**config.mk**
```make
export PLATFORM = sky130hd
export DESIGN_NAME = instr_fetch_flat
export DESIGN_NICKNAME = d
export VERILOG_FILES = /design/src/rtl/instr_fetch_if.sv /design/src/rtl/instr_fetch.sv /design/src/flat_wrapper.sv
export SDC_FILE = /design/constraint.sdc
export NUM_CORES = 1
export LEC_CHECK = 0
export ABC_AREA = 1
export CAP_MARGIN = 40
export CELL_PAD_IN_SITES_DETAIL_PLACEMENT = 0
export CELL_PAD_IN_SITES_GLOBAL_PLACEMENT = 1
export CORE_MARGIN = 1.5
export CORE_UTILIZATION = 45
export CTS_CLUSTER_DIAMETER = 200
export DETAILED_ROUTE_END_ITERATION = 8
export PLACE_DENSITY = 0.78
export SLEW_MARGIN = 15
export SYNTH_ARGS = -nofsm -noshare
export SYNTH_HDL_FRONTEND = slang
export SYNTH_SLANG_ARGS = --single-unit
```
**constraint.sdc**
```tcl
create_clock -name Clk -period 2 [get_ports Clk]
set_clock_uncertainty 0.15 [all_clocks]
set_input_delay 0.2 -clock Clk [delete_from_list [all_inputs] [get_ports Clk]]
set_output_delay 0.2 -clock Clk [all_outputs]
set_load 0.005 [all_outputs]
```
**src/rtl/instr_fetch_if.sv**
```systemverilog
// instr_fetch_if: fetch-stage bus between the program sequencer, ROM, ALU and fetch logic
interface instr_fetch_if #(parameter int PC_W = 10);
  logic            Start;
  logic [8:0]      InstIn;
  logic            ConditionalBranch;
  logic            LutWe;
  logic [4:0]      LutAddr;
  logic [PC_W-1:0] LutData;
  logic [PC_W-1:0] InstAddr;
  logic            Type;
  logic [3:0]      RTypeOP;
  logic [2:0]      ITypeOP;
  logic [4:0]      ImmediateIn;
  logic            Running;
  logic            Done;
  logic [15:0]     CycleCount;
  modport master (output Start, InstIn, ConditionalBranch, LutWe, LutAddr, LutData,
                  input InstAddr, Type, RTypeOP, ITypeOP, ImmediateIn, Running, Done, CycleCount);
  modport slave (input Start, InstIn, ConditionalBranch, LutWe, LutAddr, LutData,
                 output InstAddr, Type, RTypeOP, ITypeOP, ImmediateIn, Running, Done, CycleCount);
endinterface

```
**src/rtl/instr_fetch.sv**
```systemverilog
// instr_fetch: PC sequencer with branch-target table, field split, run handshake and cycle counter
module instr_fetch #(
  parameter int              PC_W       = 10,
  parameter logic [PC_W-1:0] START_ADDR = '0,
  parameter logic [8:0]      HALT_INST  = 9'h1FF
) (
  input logic          Clk,
  input logic          ResetN,
  instr_fetch_if.slave bus
);
  typedef enum logic [1:0] {IDLE, RUN, DONE} state_t;
  state_t          r_state, w_next;
  logic [PC_W-1:0] r_pc, w_pc_next;
  logic [PC_W-1:0] r_lut [32];
  logic [15:0]     r_cnt;
  logic            w_halt, w_is_branch, w_launch;
  logic [4:0]      w_idx;
  assign w_halt      = bus.InstIn == HALT_INST;
  assign w_is_branch = (!bus.InstIn[8] && bus.InstIn[7:4] == 4'd11) || (bus.InstIn[8] && bus.InstIn[7:5] == 3'd3);
  assign w_idx       = bus.InstIn[8] ? bus.InstIn[4:0] : {1'b0, bus.InstIn[3:0]};
  assign w_launch    = bus.Start && r_state != RUN;
  // state register
  always_ff @(posedge Clk or negedge ResetN)
    if (!ResetN) r_state <= IDLE;
    else r_state <= w_next;
  // next state: Start is only honoured outside RUN, halt ends the run
  always_comb begin
    w_next = (r_state == RUN) ? (w_halt ? DONE : RUN) : (bus.Start ? RUN : r_state);
  end
  // outputs: state decodes, instruction field slices and the sequential PC choice
  always_comb begin
    bus.Running     = r_state == RUN;
    bus.Done        = r_state == DONE;
    bus.Type        = bus.InstIn[8];
    bus.RTypeOP     = bus.InstIn[7:4];
    bus.ITypeOP     = bus.InstIn[7:5];
    bus.ImmediateIn = bus.InstIn[4:0];
    bus.InstAddr    = r_pc;
    bus.CycleCount  = r_cnt;
    w_pc_next       = w_halt ? r_pc : ((w_is_branch && bus.ConditionalBranch) ? r_lut[w_idx] : r_pc + 1'b1);
  end
  // PC and saturating run-cycle counter
  always_ff @(posedge Clk or negedge ResetN)
    if (!ResetN) begin
      r_pc  <= START_ADDR;
      r_cnt <= '0;
    end else if (w_launch) begin
      r_pc  <= START_ADDR;
      r_cnt <= '0;
    end else if (r_state == RUN) begin
      r_pc  <= w_pc_next;
      r_cnt <= (&r_cnt) ? r_cnt : r_cnt + 16'd1;
    end
  // branch-target table; a same-cycle read sees the pre-write value
  always_ff @(posedge Clk or negedge ResetN)
    if (!ResetN) begin
      for (int i = 0; i < 32; i++) r_lut[i] <= '0;
    end else if (bus.LutWe) begin
      r_lut[bus.LutAddr] <= bus.LutData;
    end
endmodule

```
**src/flat_wrapper.sv**
```systemverilog
// flat-port wrapper written by rule: the top's interface ports become plain ports
module instr_fetch_flat 
#(
  parameter int              PC_W       = 10,
  parameter logic [PC_W-1:0] START_ADDR = '0,
  parameter logic [8:0]      HALT_INST  = 9'h1FF
)
  (Clk, ResetN, bus_Start, bus_InstIn, bus_ConditionalBranch, bus_LutWe, bus_LutAddr, bus_LutData, bus_InstAddr, bus_Type, bus_RTypeOP, bus_ITypeOP, bus_ImmediateIn, bus_Running, bus_Done, bus_CycleCount);
  instr_fetch_if #(.PC_W(PC_W)) bus_i ();
  input logic Clk;
  input logic ResetN;
  input wire logic [$bits(bus_i.Start)-1:0] bus_Start;
  input wire logic [$bits(bus_i.InstIn)-1:0] bus_InstIn;
  input wire logic [$bits(bus_i.ConditionalBranch)-1:0] bus_ConditionalBranch;
  input wire logic [$bits(bus_i.LutWe)-1:0] bus_LutWe;
  input wire logic [$bits(bus_i.LutAddr)-1:0] bus_LutAddr;
  input wire logic [$bits(bus_i.LutData)-1:0] bus_LutData;
  output wire logic [$bits(bus_i.InstAddr)-1:0] bus_InstAddr;
  output wire logic [$bits(bus_i.Type)-1:0] bus_Type;
  output wire logic [$bits(bus_i.RTypeOP)-1:0] bus_RTypeOP;
  output wire logic [$bits(bus_i.ITypeOP)-1:0] bus_ITypeOP;
  output wire logic [$bits(bus_i.ImmediateIn)-1:0] bus_ImmediateIn;
  output wire logic [$bits(bus_i.Running)-1:0] bus_Running;
  output wire logic [$bits(bus_i.Done)-1:0] bus_Done;
  output wire logic [$bits(bus_i.CycleCount)-1:0] bus_CycleCount;
  assign bus_i.Start = bus_Start;
  assign bus_i.InstIn = bus_InstIn;
  assign bus_i.ConditionalBranch = bus_ConditionalBranch;
  assign bus_i.LutWe = bus_LutWe;
  assign bus_i.LutAddr = bus_LutAddr;
  assign bus_i.LutData = bus_LutData;
  assign bus_InstAddr = bus_i.InstAddr;
  assign bus_Type = bus_i.Type;
  assign bus_RTypeOP = bus_i.RTypeOP;
  assign bus_ITypeOP = bus_i.ITypeOP;
  assign bus_ImmediateIn = bus_i.ImmediateIn;
  assign bus_Running = bus_i.Running;
  assign bus_Done = bus_i.Done;
  assign bus_CycleCount = bus_i.CycleCount;
  instr_fetch #(.PC_W(PC_W), .START_ADDR(START_ADDR), .HALT_INST(HALT_INST)) u_core (.Clk(Clk), .ResetN(ResetN), .bus(bus_i));
endmodule
```
; ---- After elaboration in Yosys (flattened, before gate mapping)
; Index checks and enable logic that the tools add are counted.
[word_totals]
elab_cells = 79
input_bits = 29
reg_bits = 348
out_inout_bits = 41
[classes]
add_sub_neg = 2
reduce_logical = 12
magnitude_cmp = 3
n_bitwise = 2
eq_ne = 8
muxes = 17
[op_table]
columns = cell, n
row1 = 320-bit bitwise mux, 1
row2 = 10-bit 2-to-1 mux, 7
row3 = 10-bit binary-select mux with 5-bit select, 1
row4 = 10-bit demux with 5-bit select, 1
row5 = 16-bit 2-to-1 mux, 3
row6 = 16-bit by 1-bit adder with 16-bit output (second input constant), 1
row7 = 16-bit AND reduction, 1
row8 = 6-bit >= comparator (second input constant), 2
row9 = 5-bit NOT with 6-bit output, 2
row10 = 10-bit by 1-bit adder with 10-bit output (second input constant), 1
row11 = 9-bit equality test (second input constant), 1
row12 = 6-bit by 1-bit < comparator with 1-bit output (second input constant), 1
row13 = 2-bit 2-to-1 mux, 3
row14 = 1-bit logical AND, 5
row15 = 5-bit 2-to-1 mux, 1
row16 = 4-bit equality test (second input constant), 1
row17 = 2-bit by 1-bit inequality test with 1-bit output (second input constant), 2
row18 = 2-bit AND reduction, 2
row19 = 2-bit nonzero test, 2
row20 = 3-bit by 2-bit equality test with 1-bit output (second input constant), 1
row21 = 2-bit by 1-bit equality test with 1-bit output (second input constant), 1
row22 = 2-bit equality test (second input constant), 1
row23 = 2-bit inequality test (second input constant), 1
row24 = 1-bit zero test, 1
row25 = 1-bit logical OR, 1

; ---- Depth between registers and ports, before layout
[logic_depth]
depth_word = 9
depth_mapped = 14
depth_no_buf = 11

; ---- Worst setup path after synthesis
; Ideal clock, no wire load.
[synth_path]
path_type = reg2reg
start = register u_core.r_cnt[0] (netlist: u_core.bus.CycleCount[0])
end = register u_core.r_cnt[4] (netlist: u_core.bus.CycleCount[4])
required_time_ps = 1715
stages_incl_launch_ff = 10
setup_ps = 135
path_buffers = 1
arrival_time_ps = 1453
synth_period_minus_slack_ps = 1738
path_slack_ps = 262
cell_sequence = dfrtp_1 > ha_1 > nand3_1 > inv_1 > nand4_1 > nand2_1 > inv_2 > buf_2 > a21oi_1 > nor3_1
[synth_via]
elab_chain_len = 4
word_cells_on_any_way = 7
classes_between = add/sub (1) / eq/ne (1) / mux (3) / reduce/logical (2)
[synth_rtl]
columns = item, line_no
row1 = from (decl), instr_fetch.sv:15  ; logic [15:0] r_cnt;
row2 = from (signal assigned), instr_fetch.sv:52  ; r_cnt <= (&r_cnt) ? r_cnt : r_cnt + 16'd1;
row3 = 16-bit by 1-bit adder with 16-bit output, instr_fetch.sv:52
row4 = 16-bit 2-to-1 mux, instr_fetch.sv:52
row5 = 16-bit 2-to-1 mux, instr_fetch.sv:50  ; end else if (r_state == RUN) begin
row6 = 16-bit 2-to-1 mux, instr_fetch.sv:47  ; end else if (w_launch) begin
; Parallel ways exist; a longest one is shown, timed or not. The select of a mux whose other input is x is not followed.
; A chain may end at the register's enable or synchronous reset.

; ---- Worst setup path after layout
[layout_path]
start = register u_core.r_pc[2] (netlist: u_core.bus.InstAddr[2])
end = output bus_InstAddr[2]
[layout_rtl]
columns = item, line_no
row1 = from (decl), instr_fetch.sv:13  ; logic [PC_W-1:0] r_pc, w_pc_next;
row2 = from (signal assigned), instr_fetch.sv:51  ; r_pc <= w_pc_next;
row3 = to (decl), flat_wrapper.sv:18  ; output wire logic [$bits(bus_i.InstAddr)-1:0] bus_InstAddr;
; No word-level cell between the ends.

==> summary.txt <==
Final layout
  • Final core utilization: 55.8%
  • Layout cell share with drive strength beyond 1: 10.4%
  • Most common cell after layout, fill and taps aside: nand2_1
  • Area grow syn2layout: 22.3%
  • Nets: 2337
  • Commonest cells after routing, fill and taps aside: 801 x nand2_1, 348 x dfrtp_1, 331 x o21ai_0
  • # diodes: 0

Die
  • Initial Util: 45.6%
  • Die area: 38300 µm²
  • Cell Rows: 70
  • Io pins: 70
  • Core ar.: 36600 µm²
  • Die height: 196 µm
  • Chip width: 196 µm

Synth
  • Compound-Gate Fraction of Synth Area: 11.9%
  • Adder-Cell Fraction of Synth Area: 0.150%
  • Synth Area in Simple Gates: 28.4%
  • Synthesized area per cell: 7.54 µm²
  • Syn_nets: 2245
  • Yosys reg bits: 348
  • Top cells by area, synth: dfrtp_1 52%, nand2_1 18%, o21ai_0 9.9%
  • Synth top area share: 52.1%
  • Ys async rst share: 100%
  • Post-synthesis mux area share: 0%
  • Netlist Area Pre-Place: 16700 µm²
  • Sequential area share after synthesis: 52.1%
  • Main synth FF type: dfrtp_1
  • Largest family of logic cells by synthesized area: simple AND/OR/NAND/NOR gates
  • Synth warn: 0
  • Post-synth EDFFs: 0
  • Area leader, netlist: dfrtp_1
  • Syn Inst Count: 2214
  • XOR/XNOR share of the synthesized area: 0.472%
  • Post-synthesis cell type count: 27

Setup path
  • Max incr delay on CP: 0.57 ns
  • R2R Path Start: u_core.bus.InstAddr[2]
  • CP arrival: 1.61 ns
  • Worst Path Required: 1.65 ns
  • CP max FO: 6
  • Critical R2R Capture: u_core.bus.InstAddr[9]
  • Slowest-stage cell, CP: clkdlybuf4s50_1
  • FF-to-FF path depth: 9
  • Worst Path Buf+Inv: 1
  • Startpoint types: flip-flop
  • Crit Path Class: reg2out
  • Critical path capture point type: output pin
  • Stages on worst setup path: 1
  • Flop-to-flop setup slack: 0.14 ns
  • Kind of cell adding the most delay to the critical path: buffers and inverters
  • CP cell instances: clkdlybuf4s50_1

Drt
  • Via count: 14822
  • Metal-1 WL: 23.6 mm
  • Post-route ant nets: 0
  • Average wire per standard cell: 18.4 µm
  • DRC errors left: 0
  • Highest Signal Layer: met4
  • Routed wl met3: 2.23 mm
  • Iter 0 DRT Violations: 1302
  • Router iterations before antenna repair: 7
  • Routed WL: 51.4 mm
  • Met2 WL: 24.4 mm
  • Via-per-instance ratio: 5.30

Placed design
  • Number of port buffers: 69
  • GPL Wtd Cong: 0.895
  • Post-detail-place hpwl: 33.5 mm

Clock network
  • H-tree levels: 2
  • Insertion delay to the later sink of the worst-skew pair: 0.54 ns
  • # clock sinks: 348
  • Clock root cell: clkbuf_16
  • Worst-path clk slew: 0.06 ns
  • Clk buf depth: 3
  • CTS buffer count: 40
  • CTS tree: done

Pwr
  • Sequential Power Share: 44.9%
  • Clock power share: 33.8%
  • Switching power: 6370 µW
  • Comb pwr share: 21.3%
  • Sw Ratio: 30.5%
  • Max VDD drop: 714 µV
  • Pint: 14500 µW
  • Cell leakage power: 0.00977 µW
  • Pwr/cell area: 1020 nW/µm²

Timing
  • Final setup TNS: 0 ns
  • Period utilisation layout: 97.9%
  • Final setup fails: 0
  • Final Hold Viols: 0
  • Max frequency: 510 MHz
  • Relative slew slack: 69.9%
  • Final min period: 1.96 ns
  • Final Max Tran Viols: 0
  • RSZ-0062 raised after global routing: false
  • Measured slew at the worst slew-check pin: 0.452 ns

GRT
  • Largest net degree at the start of global routing: 81
  • First-pass GRT wire length: 82.1 mm
  • Initial antenna violation count: 0
  • Vias in the first global route: 14243
  • Grt total ovfl: 0
  • Gr usage total: 27.5%

Min path
  • Hold WC Path Type: in2reg
  • Hold wc startpoint: bus_Start
  • Worst hold endpoint: u_core.r_state[1]
  • Hold Path Stages: 2

Run status
  • Status: finished, final reports clean

Job
  • Max_cap viols: 0
## sequential cells by signal (all words and copies together) (netlist names)
register               flops
u_core.bus.InstAddr       10
u_core.r_state             2
u_core.bus.CycleCount     16
u_core.r_lut             320
## cell usage after synthesis, drive strengths merged (2+ instances only)
master / instances
nor2: 210
buf: 69
ha: 2
xor2: 7
o21ai: 333
nor3: 26
dfrtp: 348
o211ai: 2
nor4: 4
clkbuf: 103
or2: 2
nand2: 803
inv: 99
nand3: 138
o31ai: 4
a21oi: 55
xnor2: 2
nand4: 6
## per-stage QoR
step / hold slack [ns] / cell area [µm²] / total power [µW] / setup WS [ns] / cells
final: 0.111 / 20400 / 20900 / 0.0411 / 2799
after global routing: 0.112 / 20400 / 22100 / 0.00221 / 2799
after CTS: 0.0953 / 20400 / 21000 / 0.0252 / 2795
after detailed placement: -0.0508 / 19100 / 13900 / -0.439 / 2725
after global placement: -0.0516 / 19100 / 13700 / -0.435 / 2725
after floorplan: -0.246 / 16700 / 11800 / 0.262 / 2214
## kinds of logic after synthesis
kind of cell | Yosys count
buffers and inverters | 271
and+or+nand+nor | 1190
xor gates and xnor gates | 9
DFF | 348
adders and majority gates | 2
AOI/OAI and AO/OA | 394
## power groups by stage
| stage | clock network [µW] | registers, µW | logic, µW |
|---|---|---|---|
| after floorplan | 0 | 9270 | 2540 |
| after global placement | 0 | 9440 | 4310 |
| after detailed placement | 0 | 9470 | 4400 |
| after CTS | 7190 | 9360 | 4440 |
| after global routing | 7450 | 9550 | 5080 |
| final | 7060 | 9380 | 4460 |
## final cells by class
type,count,area (µm²)
clock inverters,12,62.6
fillers,3461,16200
well taps,468,586
inverters,99,378
multi-input cells,1595,6850
flip-flops and latches,348,8710
repair buffers,222,2650
clock buffers,55,1190
## routing by layer
metal | vias up | GRT usage [%]
met1 | 7166 | 38.2
met5 | - | 0
li1 | 7220 | -
met3 | 70 | 3.16
met2 | 366 | 45.6
met4 | 0 | 7.75
## worst max-delay path by stage
stage / to / startpoint / slack [ns]
floorplan: u_core.bus.CycleCount[4] / u_core.bus.CycleCount[0] / 0.26
global placement: u_core.bus.InstAddr[2] / bus_InstIn[1] / -0.44
detailed placement: u_core.bus.InstAddr[2] / bus_InstIn[1] / -0.44
CTS: bus_InstAddr[2] / u_core.bus.InstAddr[2] / 0.03
global route: u_core.bus.InstAddr[2] / bus_InstIn[1] / 0.002
finish: bus_InstAddr[2] / u_core.bus.InstAddr[2] / 0.04
## timing repair
item / CTS / global route
gates resized for setup: 2 / 3
endpoints found under the setup margin: 1 / 7
hold buffers: 2 / 0
setup buffers: 1 / 4
endpoints found under the hold margin: 348 / 0
pin swaps: 0 / 1
Power figures use the tool's default switching activity.
